===== src/rtl/data_mem_dump_master_if.sv =====
// Memory read port and byte stream bundle used by data_mem_dump_master.
// The master modport is the dump engine; the slave side is the memory plus the UART feed.
interface data_mem_dump_master_if #(
  parameter int unsigned RAM_WIDTH  = 16,
  parameter int unsigned ADDR_WIDTH = 10
);
  logic [ADDR_WIDTH-1:0] o_mem_addr;
  logic                  o_mem_rd;
  logic                  o_mem_wr;
  logic [RAM_WIDTH-1:0]  i_mem_data;
  logic [7:0]            o_tx_data;
  logic                  o_tx_valid;
  logic                  i_tx_ready;

  modport master (
    output o_mem_addr, o_mem_rd, o_mem_wr, o_tx_data, o_tx_valid,
    input  i_mem_data, i_tx_ready
  );

  modport slave (
    input  o_mem_addr, o_mem_rd, o_mem_wr, o_tx_data, o_tx_valid,
    output i_mem_data, i_tx_ready
  );
endinterface


===== src/rtl/data_mem_dump_master.sv =====
// Sweeps data memory words 0..last after a CPU halt and streams each word MSB byte first.
// Optional DUMP_CHECKSUM_EN appends an 8-bit running sum byte after the last data byte.
module data_mem_dump_master #(
  parameter int unsigned RAM_WIDTH  = 16,
  parameter int unsigned RAM_DEPTH  = 1024,
  parameter int unsigned ADDR_WIDTH = 10
) (
  input  logic                  i_clk,
  input  logic                  i_rst,
  input  logic                  i_start,
  input  logic [ADDR_WIDTH-1:0] i_last_addr,
  data_mem_dump_master_if.master bus,
  output logic                  o_busy,
  output logic                  o_done
);

  localparam int unsigned BYTES = RAM_WIDTH / 8;
  localparam int unsigned IDX_W = (BYTES > 1) ? $clog2(BYTES) : 1;

  if ((RAM_WIDTH % 8) != 0 || ADDR_WIDTH != $clog2(RAM_DEPTH)) begin : g_bad_cfg
    $error("data_mem_dump_master: inconsistent RAM_WIDTH/RAM_DEPTH/ADDR_WIDTH");
  end

  typedef enum logic [2:0] {
    S_IDLE,
    S_REQ,
    S_CAP,
    S_SEND,
`ifdef DUMP_CHECKSUM_EN
    S_CSUM,
`endif
    S_FIN
  } state_t;

  state_t                state_q;
  logic [ADDR_WIDTH-1:0] addr_q;
  logic [ADDR_WIDTH-1:0] last_q;
  logic [RAM_WIDTH-1:0]  word_q;
  logic [IDX_W-1:0]      idx_q;
  logic [7:0]            tx_data_q;
  logic                  tx_valid_q;
  logic                  rd_q;
  logic                  busy_q;
  logic                  done_q;
`ifdef DUMP_CHECKSUM_EN
  logic [7:0]            sum_q;
`endif

  logic [IDX_W-1:0]      idx_dec;
  logic [7:0]            next_byte;

  // Next lower byte of the captured word, used when the current byte is accepted.
  assign idx_dec   = idx_q - IDX_W'(1);
  assign next_byte = word_q[{idx_dec, 3'b000} +: 8];

  assign bus.o_mem_addr = addr_q;
  assign bus.o_mem_rd   = rd_q;
  assign bus.o_mem_wr   = 1'b0;
  assign bus.o_tx_data  = tx_data_q;
  assign bus.o_tx_valid = tx_valid_q;
  assign o_busy         = busy_q;
  assign o_done         = done_q;

  always_ff @(posedge i_clk or negedge i_rst) begin
    if (!i_rst) begin
      state_q    <= S_IDLE;
      addr_q     <= '0;
      last_q     <= '0;
      word_q     <= '0;
      idx_q      <= '0;
      tx_data_q  <= '0;
      tx_valid_q <= 1'b0;
      rd_q       <= 1'b0;
      busy_q     <= 1'b0;
      done_q     <= 1'b0;
`ifdef DUMP_CHECKSUM_EN
      sum_q      <= '0;
`endif
    end else begin
      done_q <= 1'b0;
      case (state_q)
        S_IDLE: begin
          if (i_start) begin
            last_q  <= i_last_addr;
            addr_q  <= '0;
            rd_q    <= 1'b1;
            busy_q  <= 1'b1;
            state_q <= S_REQ;
`ifdef DUMP_CHECKSUM_EN
            sum_q   <= '0;
`endif
          end
        end
        // Memory samples the address on the falling edge inside this cycle.
        S_REQ: begin
          rd_q    <= 1'b0;
          state_q <= S_CAP;
        end
        S_CAP: begin
          word_q     <= bus.i_mem_data;
          idx_q      <= IDX_W'(BYTES - 1);
          tx_data_q  <= bus.i_mem_data[RAM_WIDTH-1 -: 8];
          tx_valid_q <= 1'b1;
          state_q    <= S_SEND;
        end
        S_SEND: begin
          if (bus.i_tx_ready) begin
`ifdef DUMP_CHECKSUM_EN
            sum_q <= sum_q + tx_data_q;
`endif
            if (idx_q != '0) begin
              idx_q     <= idx_dec;
              tx_data_q <= next_byte;
            end else if (addr_q == last_q) begin
`ifdef DUMP_CHECKSUM_EN
              tx_data_q <= sum_q + tx_data_q;
              state_q   <= S_CSUM;
`else
              tx_valid_q <= 1'b0;
              done_q     <= 1'b1;
              state_q    <= S_FIN;
`endif
            end else begin
              // Termination is by compare, so addr never wraps past the last word.
              tx_valid_q <= 1'b0;
              addr_q     <= addr_q + ADDR_WIDTH'(1);
              rd_q       <= 1'b1;
              state_q    <= S_REQ;
            end
          end
        end
`ifdef DUMP_CHECKSUM_EN
        S_CSUM: begin
          if (bus.i_tx_ready) begin
            tx_valid_q <= 1'b0;
            done_q     <= 1'b1;
            state_q    <= S_FIN;
          end
        end
`endif
        S_FIN: begin
          busy_q  <= 1'b0;
          state_q <= S_IDLE;
        end
        default: state_q <= S_IDLE;
      endcase
    end
  end

endmodule


===== src/flat_wrapper.sv =====
// flat-port wrapper written by rule: the top's interface ports become plain ports
module data_mem_dump_master_flat 
#(
  parameter int unsigned RAM_WIDTH  = 16,
  parameter int unsigned RAM_DEPTH  = 1024,
  parameter int unsigned ADDR_WIDTH = 10
)
  (i_clk, i_rst, i_start, i_last_addr, o_busy, o_done, bus_o_mem_addr, bus_o_mem_rd, bus_o_mem_wr, bus_o_tx_data, bus_o_tx_valid, bus_i_mem_data, bus_i_tx_ready);
  data_mem_dump_master_if #(.RAM_WIDTH(RAM_WIDTH), .ADDR_WIDTH(ADDR_WIDTH)) bus_i ();
  input  logic i_clk;
  input  logic i_rst;
  input  logic i_start;
  input  logic [ADDR_WIDTH-1:0] i_last_addr;
  output logic o_busy;
  output logic o_done;
  output wire logic [$bits(bus_i.o_mem_addr)-1:0] bus_o_mem_addr;
  output wire logic [$bits(bus_i.o_mem_rd)-1:0] bus_o_mem_rd;
  output wire logic [$bits(bus_i.o_mem_wr)-1:0] bus_o_mem_wr;
  output wire logic [$bits(bus_i.o_tx_data)-1:0] bus_o_tx_data;
  output wire logic [$bits(bus_i.o_tx_valid)-1:0] bus_o_tx_valid;
  input wire logic [$bits(bus_i.i_mem_data)-1:0] bus_i_mem_data;
  input wire logic [$bits(bus_i.i_tx_ready)-1:0] bus_i_tx_ready;
  assign bus_o_mem_addr = bus_i.o_mem_addr;
  assign bus_o_mem_rd = bus_i.o_mem_rd;
  assign bus_o_mem_wr = bus_i.o_mem_wr;
  assign bus_o_tx_data = bus_i.o_tx_data;
  assign bus_o_tx_valid = bus_i.o_tx_valid;
  assign bus_i.i_mem_data = bus_i_mem_data;
  assign bus_i.i_tx_ready = bus_i_tx_ready;
  data_mem_dump_master #(.RAM_WIDTH(RAM_WIDTH), .RAM_DEPTH(RAM_DEPTH), .ADDR_WIDTH(ADDR_WIDTH)) u_core (.i_clk(i_clk), .i_rst(i_rst), .i_start(i_start), .i_last_addr(i_last_addr), .bus(bus_i), .o_busy(o_busy), .o_done(o_done));
endmodule

===== config.mk =====
export PLATFORM = sky130hd
export DESIGN_NAME = data_mem_dump_master_flat
export DESIGN_NICKNAME = d
export VERILOG_FILES = /design/src/rtl/data_mem_dump_master_if.sv /design/src/rtl/data_mem_dump_master.sv /design/src/flat_wrapper.sv
export SDC_FILE = /design/constraint.sdc
export NUM_CORES = 1
export LEC_CHECK = 0
export CORE_ASPECT_RATIO = 2
export CORE_MARGIN = 5
export CORE_UTILIZATION = 51
export CTS_CLUSTER_SIZE = 28
export DETAILED_ROUTE_END_ITERATION = 7
export PLACE_DENSITY = 0.78
export SYNTH_ARGS = -nofsm -noshare
export SYNTH_HDL_FRONTEND = slang
export SYNTH_SLANG_ARGS = --single-unit

===== constraint.sdc =====
create_clock -name i_clk -period 2.2 [get_ports i_clk]
set_clock_uncertainty 0.05 [all_clocks]
set_input_delay 0.44 -clock i_clk [delete_from_list [all_inputs] [get_ports i_clk]]
set_output_delay 0.44 -clock i_clk [all_outputs]
set_load 0.1 [all_outputs]

==> metrics.md <==
| Metric | Value |
|---|---|
| Std cell rows | `36` |
| Clock root cell | `clkbuf_8` |
| Die Y | `109 um` |
| DP HPWL | `4.31 mm` |
| CTS tree | `done` |
| Die width | `59.7 um` |
| # Max-Cap Violations | `0` |
| WP data required | `2350 ps` |
| Via-to-Cell Ratio | `5.62` |
| Residual DRC count | `0` |
| Mapped Avg Cell Area | `11.2 um2` |
| Commonest non-fill, non-tap cell in the layout | `dfrtp_1` |
| Synth area leader | `dfrtp_1` |
| #FFs+latches synth | `52` |
| Final hold violations | `0` |
| Vias in the first global route | `2042` |
| Tot GR Track Use | `0.189` |
| WP data arrival | `2100 ps` |
| Vias after detailed routing | `1927` |
| Ranking of synthesized cells by area | `dfrtp_1 52%, mux2_2 12%, nand2_1 4.2%` |
| Final period demand of the worst path | `1950 ps` |
| Placeable core region | `4820 um2` |
| Netlist cell types | `49` |
| WL/cell | `16.3 um` |
| PostCTS Resize Cnt | `0` |
| Die Area | `6530 um2` |
| Setup CP Type | `register to register` |
| Outcome | `completed` |
| Hold Buf Count CTS | `0` |
| Clk pin slew, worst setup/hold paths | `90 ps` |
| Clock Sinks | `52` |
| Final WL | `5.59 mm` |
| DRT antenna net count | `0` |
| Crit start category | `register` |
| Commonest cells after routing, fill and taps aside | `47 x dfrtp_1, 36 x buf_4, 28 x nand2_1, 28 x clkdlybuf4s50_1, 26 x mux2_2` |
| Slowest stage cell, crit path | `dfrtp_1` |
| Final Instance Area | `3240 um2` |
| RePlAce Congestion | `0.806` |
| Layout cell share with drive strength beyond 1 | `0.294` |
| Setup violators final | `0` |
| First-pass GRT wire length | `9.34 mm` |
| RSZ-0062 raised after global routing | `false` |
| Starting Density | `0.523` |
| Syn Inst Count | `225` |
| Yosys warns | `0` |
| Max Freq | `513 MHz` |
| CP Max Fanout | `9` |
| 1st-iter DRT viols | `49` |
| Final net count | `316` |
| Post-synth EDFFs | `0` |
| Final number of max-transition violations | `0` |
| Syn_nets | `256` |
| Post-synthesis sequential area ratio | `0.517` |
| Slew margin rel. | `0.629` |
| Synthesized cell area | `2520 um2` |
| Layout area overhead | `28.5%` |
| Ys flop type | `dfrtp_1` |
| Period utilization | `0.886` |
| Largest net degree at the start of global routing | `30` |
| Async SR Flop Fraction | `1.00` |
| Detailed Routing Iterations Pass 1 | `4` |
| CP cell instances | `xor2_1 > nor4_1 > buf_4 > and3_1 > nor3_1 > a211o_2` |
| Grt ovf | `0` |
| Top cell type's share of synthesized area | `0.517` |
| Slowest cell delay on critical path | `450 ps` |
| H-tree levels | `2` |
| HP Class | `input port to asynchronous set/reset pin` |
| Antenna cells | `0` |
| Clk Latency, worst-skew pair | `300 ps` |
| CTS Buffer Depth | `2` |
| Initial antenna violation count | `0` |
| Port Buf Inserts | `51` |
| Setup bufs post-CTS | `0` |
| # IOs | `53` |
| Area after DPL | `3110 um2` |
| Crit. End Element | `register` |
| Slew @ Worst Pin | `557 ps` |
| Cts bufs inserted | `5` |
==> path summary, 6_finish.rpt <==
check                                                      from                              endpoint  slack, ps  depth (start not counted)
setup / recovery           u_core.bus.o_mem_addr[9]$_DFFE_PN0P_  u_core.bus.o_mem_addr[4]$_DFFE_PN0P_        250                          6
hold / removal                                            i_rst          u_core.word_q[3]$_DFFE_PN0P_         70                          1
setup reg to reg           u_core.bus.o_mem_addr[9]$_DFFE_PN0P_  u_core.bus.o_mem_addr[4]$_DFFE_PN0P_        250                          6
hold reg to reg               u_core.bus.o_tx_valid$_DFFE_PN0P_     u_core.bus.o_tx_valid$_DFFE_PN0P_        440                          1
max in group asynchronous                                 i_rst  u_core.bus.o_mem_addr[7]$_DFFE_PN0P_       1480                          2
min in group i_clk            u_core.bus.o_tx_valid$_DFFE_PN0P_     u_core.bus.o_tx_valid$_DFFE_PN0P_        440                          1
==> registers in the layout (all words and copies together), names as in the netlist <==
signal / count
u_core.o_done: 1
u_core.bus.o_mem_rd: 1
u_core.bus.o_tx_data: 8
u_core.word_q: 16
u_core.idx_q: 1
u_core.state_q: 3
u_core.bus.o_tx_valid: 1
u_core.o_busy: 1
u_core.bus.o_mem_addr: 10
u_core.last_q: 10
==> metal layers <==
metal  global-route usage  vias up  share of wire
li1                     -      926              -
met5                    0        -              0
met3               0.0329       11          0.045
met2                0.360       48           0.58
met1                0.195      942           0.35
met4               0.0713        0          0.019
==> critical path, delay by kind of cell, from the launching register on <==
| family | cells | cell delay [ps] |
|---|---|---|
| flops | 1 | 450 |
| xor+xnor | 1 | 160 |
| simple gates | 3 | 750 |
| buf+inv | 1 | 170 |
| compound gates | 1 | 260 |
==> Yosys cell counts (2+ instances only) <==
master	count
a21o_1	5
nand2b_1	2
nand2_1	28
nand4_1	2
dfrtp_1	52
buf_4	4
clkbuf_1	3
nor2_1	6
nand4b_1	3
xor2_1	10
mux2_2	26
a31oi_1	2
inv_1	2
a21oi_1	4
and3_1	2
buf_2	6
a22oi_1	2
mux2i_1	8
o21ai_0	18
nor3_1	2
o311ai_0	2
nor4_1	4
nand3_1	6
==> cells by family after synthesis <==
logic type | synth area share
AND/OR/NAND/NOR | 0.137
flip-flops | 0.517
AO/OA/AOI/OAI | 0.122
multiplexers | 0.148
buffers and inverters | 0.0358
XOR/XNOR | 0.0348
adder cells (fa/ha/maj) | 0.00497
other | 0.00149
==> stage by stage <==
stage               worst slack, ps  hold WS (ps)  setup TNS, ps   util  cells
CTS                             234          85.8              0  0.671    343
finish                          251          66.1              0  0.671    343
detailed placement            -69.9           417           -640  0.645    335
floorplan                     -14.2          94.4          -34.7      -    225
global placement              -38.5           411           -378  0.645    335
global route                    120          99.8              0  0.671    343
==> layout make-up <==
type                            instances  area [um2]
Fill cell                             400        1580
Sequential cell                        52        1310
Multi-Input combinational cell        157        1130
Timing Repair Buffer                   67         596
Clock buffer                            7        96.3
Tap cell                               57        71.3
Clock inverter                          1        30.0
Inverter                                2        7.51
Power is left out: the tool's default activity adds up to more than one toggle a clock period on the data nets, which glitch-free logic cannot reach.
